$ cat config.mk
export PLATFORM = sky130hd
export DESIGN_NAME = rr_data_arbiter
export DESIGN_NICKNAME = d
export VERILOG_FILES = /design/src/rtl/rr_data_arbiter.sv
export SDC_FILE = /design/constraint.sdc
export NUM_CORES = 1
export LEC_CHECK = 0
export BUFFER_PORTS_ARGS = -buffer_cell sky130_fd_sc_hd__buf_4
export CAP_MARGIN = 30
export CORE_MARGIN = 2
export CORE_UTILIZATION = 35
export DETAILED_ROUTE_END_ITERATION = 6
export GPL_TIMING_DRIVEN = 0
export PLACE_DENSITY = 0.87
export REMOVE_ABC_BUFFERS = 1
export SYNTH_ARGS = -nofsm -noshare
export SYNTH_HDL_FRONTEND = slang
export SYNTH_SLANG_ARGS = --single-unit
$ cat constraint.sdc
create_clock -name clk -period 4.9 [get_ports clk]
set_input_delay 0.98 -clock clk [delete_from_list [all_inputs] [get_ports clk]]
set_output_delay 0.98 -clock clk [all_outputs]
set_load 0.02 [all_outputs]
$ cat src/rtl/rr_data_arbiter.sv
// Round-robin arbiter sharing one data channel between NUM_REQ producers.
// Grants are registered and held for up to MAX_BURST accepted beats; data passes through combinationally.
module rr_data_arbiter #(
    parameter int WIDTH     = 32,
    parameter int NUM_REQ   = 4,
    parameter int MAX_BURST = 4,
    localparam int ID_W     = $clog2(NUM_REQ),
    localparam int CNT_W    = $clog2(MAX_BURST + 1)
) (
    input  logic                     clk,
    input  logic                     rst,
    input  logic [NUM_REQ-1:0]       req,
    input  logic [NUM_REQ*WIDTH-1:0] in_data,
    output logic [NUM_REQ-1:0]       in_ready,
    output logic                     out_valid,
    output logic [WIDTH-1:0]         out_data,
    input  logic                     out_ready,
    output logic [NUM_REQ-1:0]       gnt,
    output logic [ID_W-1:0]          gnt_id,
    output logic                     busy,
    output logic [CNT_W-1:0]         beat_cnt
);

    // Handshake: a beat moves when out_valid && out_ready; in_ready mirrors that onto the granted bit.
    typedef enum logic {IDLE, BUSY} state_t;

    state_t             state_q;
    logic [NUM_REQ-1:0] gnt_q;
    logic [ID_W-1:0]    gnt_id_q;
    logic [ID_W-1:0]    ptr_q;
    logic [CNT_W-1:0]   beat_cnt_q;

    logic               cur_req;
    logic               xfer;
    logic               last_beat;
    logic               rel;
    logic [ID_W-1:0]    next_ptr;
    logic [ID_W-1:0]    search_ptr;
    logic [ID_W-1:0]    idx;
    logic [ID_W-1:0]    found_id;
    logic               found;

    assign busy      = (state_q == BUSY);
    assign cur_req   = req[gnt_id_q];
    assign xfer      = busy && cur_req && out_ready;
    assign last_beat = (beat_cnt_q == CNT_W'(MAX_BURST - 1));
    assign rel       = busy && (!cur_req || (xfer && last_beat));
    assign next_ptr  = ID_W'((int'(gnt_id_q) + 1) % NUM_REQ);

    // On release the old owner drops to lowest priority, so the search starts just past it.
    assign search_ptr = busy ? next_ptr : ptr_q;

    always_comb begin
        found    = 1'b0;
        found_id = '0;
        idx      = '0;
        for (int k = 0; k < NUM_REQ; k++) begin
            idx = ID_W'((int'(search_ptr) + k) % NUM_REQ);
            if (!found && req[idx]) begin
                found    = 1'b1;
                found_id = idx;
            end
        end
    end

    always_ff @(posedge clk) begin
        if (rst) begin
            state_q    <= IDLE;
            gnt_q      <= '0;
            gnt_id_q   <= '0;
            ptr_q      <= '0;
            beat_cnt_q <= '0;
        end else begin
            case (state_q)
                IDLE: begin
                    if (found) begin
                        state_q    <= BUSY;
                        gnt_q      <= NUM_REQ'(1) << found_id;
                        gnt_id_q   <= found_id;
                        beat_cnt_q <= '0;
                    end
                end
                BUSY: begin
                    if (rel) begin
                        ptr_q      <= next_ptr;
                        beat_cnt_q <= '0;
                        if (found) begin
                            gnt_q    <= NUM_REQ'(1) << found_id;
                            gnt_id_q <= found_id;
                        end else begin
                            state_q  <= IDLE;
                            gnt_q    <= '0;
                            gnt_id_q <= '0;
                        end
                    end else if (xfer) begin
                        beat_cnt_q <= beat_cnt_q + CNT_W'(1);
                    end
                end
                default: state_q <= IDLE;
            endcase
        end
    end

    assign gnt       = gnt_q;
    assign gnt_id    = gnt_id_q;
    assign beat_cnt  = beat_cnt_q;
    assign out_valid = busy && cur_req;
    assign out_data  = out_valid ? in_data[int'(gnt_id_q)*WIDTH +: WIDTH] : '0;
    assign in_ready  = (busy && out_ready) ? gnt_q : '0;

endmodule

Word level (Yosys, flattened, before mapping):

Cells that the tools add are included.

* flip-flop bits (word level): 12
* bits of input ports: 135
* output and inout bits: 47
* word-level logic and storage cells: 74

* $add $sub $neg: 5
* order comparisons: 5
* equality and inequality tests: 4
* shift operators: 2
* mux-type cells: 36
* bitwise gates (word level): 1
* reductions and logical operators: 16

Operator list (number)
* indexed part select 128 x 8 -> 32 bit: 1
* 2-to-1 mux 32 bit: 1
* 2-to-1 mux 2 bit: 8
* 2-to-1 mux 4 bit: 4
* less-than comparator 2 x 3 -> 1 bit (second input constant): 5
* 2-to-1 mux 1 bit: 11
* binary-select mux 1 bit (select 2 bit): 5
* 2-to-1 mux 3 bit: 3
* logical AND 1 bit: 8
* one-hot mux 4 bit (2 select lines): 1
* one-hot mux 3 bit (2 select lines): 1
* AND reduction 2 bit: 3
* adder 2 x 1 -> 2 bit (second input constant): 2
* adder 2 bit (second input constant): 2
* logical NOT 1 bit: 4
* one-hot mux 2 bit (2 select lines): 1
* left shift 1 x 2 -> 4 bit (first input constant): 1
* adder 3 x 1 -> 3 bit (second input constant): 1
* == test 3 x 2 -> 1 bit (second input constant): 1
* != test 3 x 1 -> 1 bit (second input constant): 1
* != test 2 x 1 -> 1 bit (second input constant): 1
* != test 2 bit (second input constant): 1
* one-hot mux 1 bit (2 select lines): 1
* logical OR 1 bit: 1
* NOT 1 bit: 1

Longest topological paths before layout:

Gate-level depths: netlist (run 1).

* word-level depth: 18
* mapped depth: 6
* gate-level depth less buffers: 6

Worst setup path after synthesis (run 1):

OpenSTA, ideal clock, no wires.

* kind: input -> output
* start point: input req[3]
* end point: output out_data[22]
* arrival: 2054 ps
* required time: 3920 ps
* setup slack: 1866 ps
* stages on the path: 4
* path buffers: 2
* cell sequence: buf_6 -> mux4_2 -> clkbuf_1 -> and3_1

* word-level cells in the longest chain between the ends: 4

RTL lines
* start: declaration: line 12 `input logic [NUM_REQ-1:0] req,`
* binary-select mux 1 bit (select 2 bit): line 44 `assign cur_req = req[gnt_id_q];`
* 2-to-1 mux 1 bit (implied by the code): line 44
* logical AND 1 bit: line 107 `assign out_valid = busy && cur_req;`
* 2-to-1 mux 32 bit: line 108 `assign out_data = out_valid ? in_data[int'(gnt_id_q)*WIDTH +: WIDTH] : '0;`
* end: declaration: line 16 `output logic [WIDTH-1:0] out_data,`

Every way passes these cells. The select of a mux whose other input is x is not followed.

Worst setup path after layout (run 1):

* start point: register gnt_id_q[1] (netlist: gnt_id[1])
* end point: output out_data[1]

* word-level cells in the longest chain between the ends: 4
* elaborated cells on any way between the ends: 5
* classes of those cells: shift: 1; mux: 3; reduce/logical: 1

RTL lines
* start: declaration: line 29 `logic [ID_W-1:0] gnt_id_q;`
* start signal: assignment: line 79 `gnt_id_q <= found_id;`
* start signal: assignment: line 89 `gnt_id_q <= found_id;`
* branches (longest 3 deep; another with indexed part select 128 x 8 -> 32 bit)
* 2-to-1 mux 32 bit (*): line 108

Every way passes the cells marked *. The select of a mux whose other input is x is not followed.

==> key figures, run 1 <==
Outcome
  – Status: finished, final reports clean

Floorplan
  – Die X: 74.24 um
  – IO Count: 182
  – Die H: 74.24 um
  – Core ar.: 4755 sq um
  – Initial Util: 36.32%
  – Num rows: 25
  – Die area: 5511 sq um

CTS
  – Clk sinks: 12
  – CTS Buf Count: 3
  – Post-CTS setup buffer count: 0
  – CTS Buffer Depth: 2
  – CTS H-tree depth: 1
  – CTS Hold Bufs: 0
  – Root Driver: clkbuf_8
  – CTS tree: yes
  – Clk_lat worst skew: 0.24 ns
  – Post-cts resize count: 0
  – Worst-path clk slew: 0.05 ns

Route
  – DRC: 0
  – Starting DRT DRC Count: 66
  – Vias: 2173
  – Routed len/inst: 17.53 um
  – Mean number of vias per cell: 5.405
  – Final ANT Viol Nets: 0
  – Pre-antenna DRT Iters: 4
  – Routed WL: 7048 um

Synth
  – Post-synth EDFFs: 0
  – Mux share of post-synthesis cell area: 44.20%
  – Average size of a mapped cell: 10.34 sq um
  – #FFs+latches synth: 12
  – Synth Flop Type: dfxtp_1
  – Synth warn: 0
  – Post-synthesis compound-gate area fraction: 11.23%
  – Largest family of logic cells by synthesized area: multiplexers
  – Adder-cell area share of the yosys netlist: 1.449%
  – Xor/xnor cell area share of the yosys netlist: 0.5072%
  – Synth Instances: 167
  – Yosys cell types: 35
  – Async SR Flop Fraction: 0%
  – Synthesized area: 1727 sq um
  – Simple-Gate Fraction of Synth Area: 22.10%
  – Part of the Yosys area used for sequential elements: 13.91%

STA
  – RSZ-0062 raised after global routing: false
  – Setup Skew: 0.001435 ns
  – Worst-margin pin slew: 0.9316 ns
  – Pins Over Slew Limit: 0
  – Max-slew headroom: 37.89%
  – Max Freq: 283.2 MHz
  – Setup Viol. Count Final: 0
  – Hold slack: 0.4702 ns
  – Final period util: 72.07%
  – Hold Violations, Final: 0
  – Final Critical Period: 3.532 ns
  – Setup TNS: 0 ns

Run
  – Max-cap violation count: 0

Cells and area
  – Filler cells: 403
  – Multi-input combinational cell area: 1373 sq um
  – Final nets: 474
  – Cell Count, Final, Fillers Out: 402
  – Share of cells above drive strength 1: 67.76%
  – Synthesis-to-layout area growth: 84.20%
  – N_diodes: 0
  – Fin area: 3181 sq um
  – Register area: 242.7 sq um

Power
  – Max rail drop VDD: 145.5 uV
  – Register share of total power: 23.3%
  – Switching power total: 0.2102 mW
  – Pwr per Cell Area: 185.2 nW/um^2
  – Clock Power Share: 15.1%
  – P_leak: 1.574 nW
  – Combinational group share of total power: 61.6%
  – Pint: 0.3789 mW
  – Sw Share: 35.68%

Placed design
  – Buffers on Ports: 181
  – DP Area: 3139 sq um
  – Placed cells: 399
  – GPL Wtd Cong: 0.8099
  – Detailed-placement wirelength estimate: 5736 um

GRT
  – Total GRT Usage: 23.93%
  – Antenna violations before repair: 0
  – Largest net degree at the start of global routing: 41
  – Vias in the first global route: 2205
  – First-pass GRT wire length: 10160 um
  – Global route overflow: 0

Critical path
  – CP startpoint kind: register
  – CP required: 3.92 ns
  – Critical path capture point type: output pin
  – Crit path kind: register to output pin
  – Worst Path Arrival: 2.55 ns
  – CP max FO: 40

Min path
  – Hold WC Path Type: register to register
placed cells by master, fill, tap and decap left out, types with 2 or more instances in the layout:
cell and count:
dfxtp_1 10, mux4_2 33, ha_1 2, inv_1 9, a32o_1 2, clkbuf_8 3
nor2_1 6, a21oi_1 7, or3_1 3, nand2_1 9, mux2i_1 2, and2_1 3
o21ai_0 2, dfxtp_2 2, a211oi_1 3, o32ai_1 3, buf_4 181, a221o_1 2
and3_2 3, and3_1 33
final cells by class:
type,instances,share of cell area [%]
Inverter,9,1.062
Multi-Input combinational cell,128,43.16
Clock buffer,3,1.298
Tap cell,67,2.636
Timing Repair Buffer,183,44.22
Sequential cell,12,7.632
registers in the layout (all words and copies together) (netlist names):
name and cells:
beat_cnt 3, busy 1, gnt 4, gnt_id 2, ptr_q 2
synthesized netlist by cell type (2+ instances only):
| master | count | share of area [%] |
|---|---|---|
| a211oi_1 | 3 | 1.3 |
| a21oi_1 | 7 | 2.0 |
| a221o_1 | 2 | 1.2 |
| a32o_1 | 2 | 1.2 |
| and2_1 | 3 | 1.1 |
| and3_1 | 33 | 12 |
| and3_2 | 3 | 1.3 |
| buf_2 | 4 | 1.2 |
| clkbuf_1 | 13 | 2.8 |
| dfxtp_1 | 12 | 14 |
| ha_1 | 2 | 1.4 |
| inv_1 | 9 | 2.0 |
| mux2i_1 | 2 | 1.2 |
| mux4_2 | 33 | 43 |
| nand2_1 | 9 | 2.0 |
| nor2_1 | 6 | 1.3 |
| o21ai_0 | 2 | 0.58 |
| o32ai_1 | 3 | 1.5 |
| or3_1 | 3 | 1.1 |
power groups by stage:
stage          Sequential (mW)  Combinational [mW]  Clock (mW)
6_report                 0.137               0.363      0.0891
5_1_grt                  0.141               0.386      0.0938
4_1_cts                  0.139               0.365      0.0898
3_5_place_dp             0.141               0.364           0
3_3_place_gp             0.153               0.338           0
2_1_floorplan            0.150               0.178           0
worst max-delay path: stages (launching register included):
cell	delay [ns]
dfxtp_2	0.93
mux4_2	0.89
and3_2	0.32
buf_4	0.16
final timing paths:
check             depth (start not counted)  slack (ns)          end  startpoint
setup reg to reg                          4        2.17  beat_cnt[1]   gnt_id[1]
setup / recovery                          3        1.37  out_data[1]   gnt_id[1]
hold reg to reg                           2        0.47       gnt[2]      gnt[2]
hold / removal                            2        0.47       gnt[2]      gnt[2]
layer usage:
metal  part of all wire, %  track usage [%]  vias up
met2                    53            45.44      122
li1                      -                -     1012
met3                    11            7.317       14
met5                     0                0        -
met4                   1.7            5.754        0
met1                    34            25.89     1025
cell families (layout without fill, tap and decap cells):
family | after synthesis | in the layout
AO/OA/AOI/OAI | 25 | 25
XOR/XNOR | 1 | 1
adder cells (fa/ha/maj) | 2 | 2
buffers and inverters | 27 | 195
flip-flops | 12 | 12
multiplexers | 35 | 35
AND/OR/NAND/NOR | 65 | 65
metrics by stage:
stage	setup WS, ns	utilization [%]	power (mW)
finish	1.368	66.89	0.5891
global route	1.260	66.89	0.6210
CTS	1.347	66.89	0.5932
detailed placement	1.568	66.03	0.5044
global placement	0.5510	64.97	0.4915
floorplan	1.124	-	0.3274
No activity file was read; power rests on OpenSTA's default activity.
==> run 2, diff against run 1 <==
--- a/config.mk
+++ b/config.mk
@@ -5,13 +5,14 @@
 export SDC_FILE = /design/constraint.sdc
 export NUM_CORES = 1
 export LEC_CHECK = 0
+export ABC_AREA = 1
 export BUFFER_PORTS_ARGS = -buffer_cell sky130_fd_sc_hd__buf_4
 export CAP_MARGIN = 30
 export CORE_MARGIN = 2
 export CORE_UTILIZATION = 35
 export DETAILED_ROUTE_END_ITERATION = 6
 export GPL_TIMING_DRIVEN = 0
-export PLACE_DENSITY = 0.87
+export PLACE_DENSITY = 0.83
 export REMOVE_ABC_BUFFERS = 1
 export SYNTH_ARGS = -nofsm -noshare
 export SYNTH_HDL_FRONTEND = slang
==> constraint.sdc (replaced) <==
create_clock -name clk -period 3 [get_ports clk]
set_input_delay 0.6 -clock clk [delete_from_list [all_inputs] [get_ports clk]]
set_output_delay 0.6 -clock clk [all_outputs]
set_load 0.02 [all_outputs]
==> key figures, run 2 <==
Outcome
  – Status: finished, final reports clean (unchanged)

Cells and area
  – Max FFs per register: 4 (unchanged)
  – Filler cells: 569 (was 403)
  – N_diodes: 0 (unchanged)
  – Most common cell after layout, fill and taps aside: buf_4 (unchanged)
  – Core Util, Final: 60.71% (was 66.89%)
  – Most frequent cells in the layout: buf_4, nor2_1, o21ai_0 (was buf_4, mux4_2, and3_1)
  – Synthesis-to-layout area growth: 68.41% (was 84.20%)
  – Final nets: 722 (was 474)
  – Share of cells above drive strength 1: 37.50% (was 67.76%)

Synth
  – Synthesized area: 2135 sq um (was 1727 sq um)
  – #FFs+latches synth: 12 (unchanged)
  – Async SR Flop Fraction: 0% (unchanged)
  – Average size of a mapped cell: 5.034 sq um (was 10.34 sq um)
  – Synth warn: 0 (unchanged)
  – Part of the Yosys area used for sequential elements: 11.25% (was 13.91%)
  – Synth top cells by count: nor2_1, o21ai_0, nand2_1, a21oi_1 (was and3_1, mux4_2, clkbuf_1, dfxtp_1)
  – Post-synth EDFFs: 0 (unchanged)
  – Top-area cell type share of the netlist area: 24.97% (was 43.04%)
  – Synth Instances: 424 (was 167)
  – Yosys cell types: 29 (was 35)
  – Largest area contributor in the netlist: nor2_1 (was mux4_2)
  – Top cells by area, synth: nor2_1, o21ai_0, dfxtp_1, nand2_1, a21oi_1 (was mux4_2, dfxtp_1, and3_1, clkbuf_1, a21oi_1)
  – Synth Flop Type: dfxtp_1 (unchanged)
  – Count leader, synth: nor2_1

CTS
  – CTS Buf Count: 3 (unchanged)
  – Clk sinks: 12 (unchanged)
  – CTS tree: yes (unchanged)
  – Worst-path clk slew: 0.05 ns (about the same)
  – CTS Hold Bufs: 0 (unchanged)
  – CTS H-tree depth: 1 (unchanged)
  – Clk_lat worst skew: 0.25 ns (was 0.24 ns)
  – CTS Buffer Depth: 2 (unchanged)
  – Root Driver: clkbuf_8 (unchanged)

Placed design
  – GPL Wtd Cong: 0.8642 (was 0.8099)
  – Buffers on Ports: 181 (unchanged)
  – Detailed-placement wirelength estimate: 6488 um (was 5736 um)
  – Post-place setup slack: -0.6344 ns (was 1.568 ns)

Power
  – Clock Power Share: 8.3% (was 15.1%)
  – Register share of total power: 14.5% (was 23.3%)
  – Pint: 0.9857 mW (was 0.3789 mW)
  – Switching power total: 1.178 mW (was 0.2102 mW)
  – P_leak: 1.810 nW (was 1.574 nW)
  – Sw Share: 54.44% (was 35.68%)
  – Max rail drop VDD: 660.1 uV (was 145.5 uV)
  – Pwr per Cell Area: 601.9 nW/um^2 (was 185.2 nW/um^2)
  – Combinational group share of total power: 77.2% (was 61.6%)

STA
  – RSZ-0062 raised after global routing: false (unchanged)
  – Final Worst Setup Slack: 0.1243 ns (was 1.368 ns)
  – Final period util: 95.86%
  – Max Freq: 347.7 MHz
  – Setup Skew: 0.002829 ns (was 0.001435 ns)
  – Hold Violations, Final: 0 (unchanged)
  – Max-slew headroom: 59.21% (was 37.89%)
  – Worst-margin pin slew: 0.6110 ns (was 0.9316 ns)
  – Setup Viol. Count Final: 0 (unchanged)
  – Pins Over Slew Limit: 0 (unchanged)
  – Final Critical Period: 2.876 ns

Critical path
  – Critical path capture point type: output pin (unchanged)
  – Crit path kind: register to output pin (unchanged)
  – Worst Path Arrival: 2.28 ns (was 2.55 ns)
  – CP max FO: 35 (was 40)
  – CP startpoint kind: register (unchanged)
  – CP required: 2.40 ns (was 3.92 ns)

Floorplan
  – Num rows: 28 (was 25)
  – Die area: 6740 sq um (was 5511 sq um)
  – Core ar.: 5921 sq um (was 4755 sq um)
  – Die X: 82.10 um (was 74.24 um)
  – IO Count: 182 (unchanged)
  – Die H: 82.10 um (was 74.24 um)
  – Initial Util: 36.05% (was 36.32%)

Route
  – Pre-antenna DRT Iters: 4 (unchanged)
  – Final ANT Viol Nets: 0 (unchanged)
  – Mean number of vias per cell: 5.029 (was 5.405)
  – Vias: 3314 (was 2173)
  – Routed len/inst: 13.38 um (was 17.53 um)
  – Routed WL: 8820 um (was 7048 um)
  – Starting DRT DRC Count: 177 (was 66)
  – DRC: 0 (unchanged)

GRT
  – Total GRT Usage: 25.01% (was 23.93%)
  – Global route overflow: 0 (unchanged)
  – Largest net degree at the start of global routing: 69 (was 41)
  – Antenna violations before repair: 0 (unchanged)
  – Vias in the first global route: 3053 (was 2205)
  – First-pass GRT wire length: 13480 um (was 10160 um)

Min path
  – Hold WC Path Type: register to register (unchanged)

Run
  – Max-cap violation count: 0 (unchanged)
==> run 2: cell count changes after synthesis, sizes merged, moves of 3 or more <==
cell    delta
nor2     +138
o21ai     +77
nand2     +56
a21oi     +38
and3      -36
mux4      -33
nand3     +21
inv       +10
buf        +7
and2       -3
clkbuf     +3
o32ai      -3
or3        -3
==> run 2: routing by layer <==
metal  part of all wire, %  global-route usage [%]  wire length, um  up-vias
met5                     0                       0                0        -
met4                   1.9                   7.000              167        0
met3                   7.4                   4.457              657       19
met2                    50                   46.59             4419      135
met1                    41                   29.06             3576     1449
li1                      -                       -                -     1711
==> run 2: power by group through the flow <==
stage               combinational (mW)  sequential (mW)  clock (mW)
floorplan                        0.981            0.367           0
global placement                  1.53            0.352           0
detailed placement                1.62            0.324           0
CTS                               1.66            0.312       0.183
global route                      1.85            0.325       0.188
finish                            1.67            0.315       0.180
==> run 2: worst max-delay path, cell delays in order (launching register included) <==
cell,delay [ns]
dfxtp_4,0.55
inv_4,0.23
a21oi_1,0.15
o21ai_0,0.09
nand2_1,0.22
nand2_4,0.20
buf_16,0.23
a21oi_1,0.17
buf_4,0.18
==> run 2: final timing paths <==
path	from	end	slack (ns)	cells past startpoint
setup / recovery	gnt_id[1]	out_data[23]	0.12	8
hold reg to reg	ptr_q[1]	ptr_q[1]	0.49	2
setup reg to reg	gnt_id[0]	gnt_id[0]	0.32	15
hold / removal	ptr_q[1]	ptr_q[1]	0.49	2
==> run 2: per-stage QoR <==
| stage | hold slack [ns] | std cells | TNS [ns] | instance area, sq um | power (mW) |
|---|---|---|---|---|---|
| floorplan | 0.4516 | 396 | -24.54 | 2007 | 1.348 |
| global placement | 0.4682 | 652 | -67.59 | 3460 | 1.885 |
| detailed placement | 0.4669 | 654 | -15.97 | 3510 | 1.947 |
| CTS | 0.4847 | 659 | 0 | 3587 | 2.154 |
| global route | 0.5164 | 659 | 0 | 3595 | 2.362 |
| finish | 0.4879 | 659 | 0 | 3595 | 2.164 |
==> run 2: final cells by class <==
cell class,instances,area (sq um),area share (%)
flip-flops and latches,12,245.2,6.822
well taps,75,93.84,2.611
inverters,20,83.83,2.332
repair buffers,184,1421,39.54
multi-input cells,364,1695,47.16
clock buffers,4,55.05,1.531
==> run 2: kinds of logic after synthesis <==
group / count (synthesis) / synth area share, %
AOI/OAI and AO/OA: 126 / 31.89
buffers and inverters: 48 / 9.671
and+or+nand+nor: 236 / 46.01
adders and majority gates: 2 / 1.172
DFF: 12 / 11.25
==> run 2: repair_timing <==
| action | CTS | global route |
|---|---|---|
| resized for setup | 3 | 3 |
| buffers inserted | 1 | 0 |
| endpoints found under the setup margin | 33 | 41 |
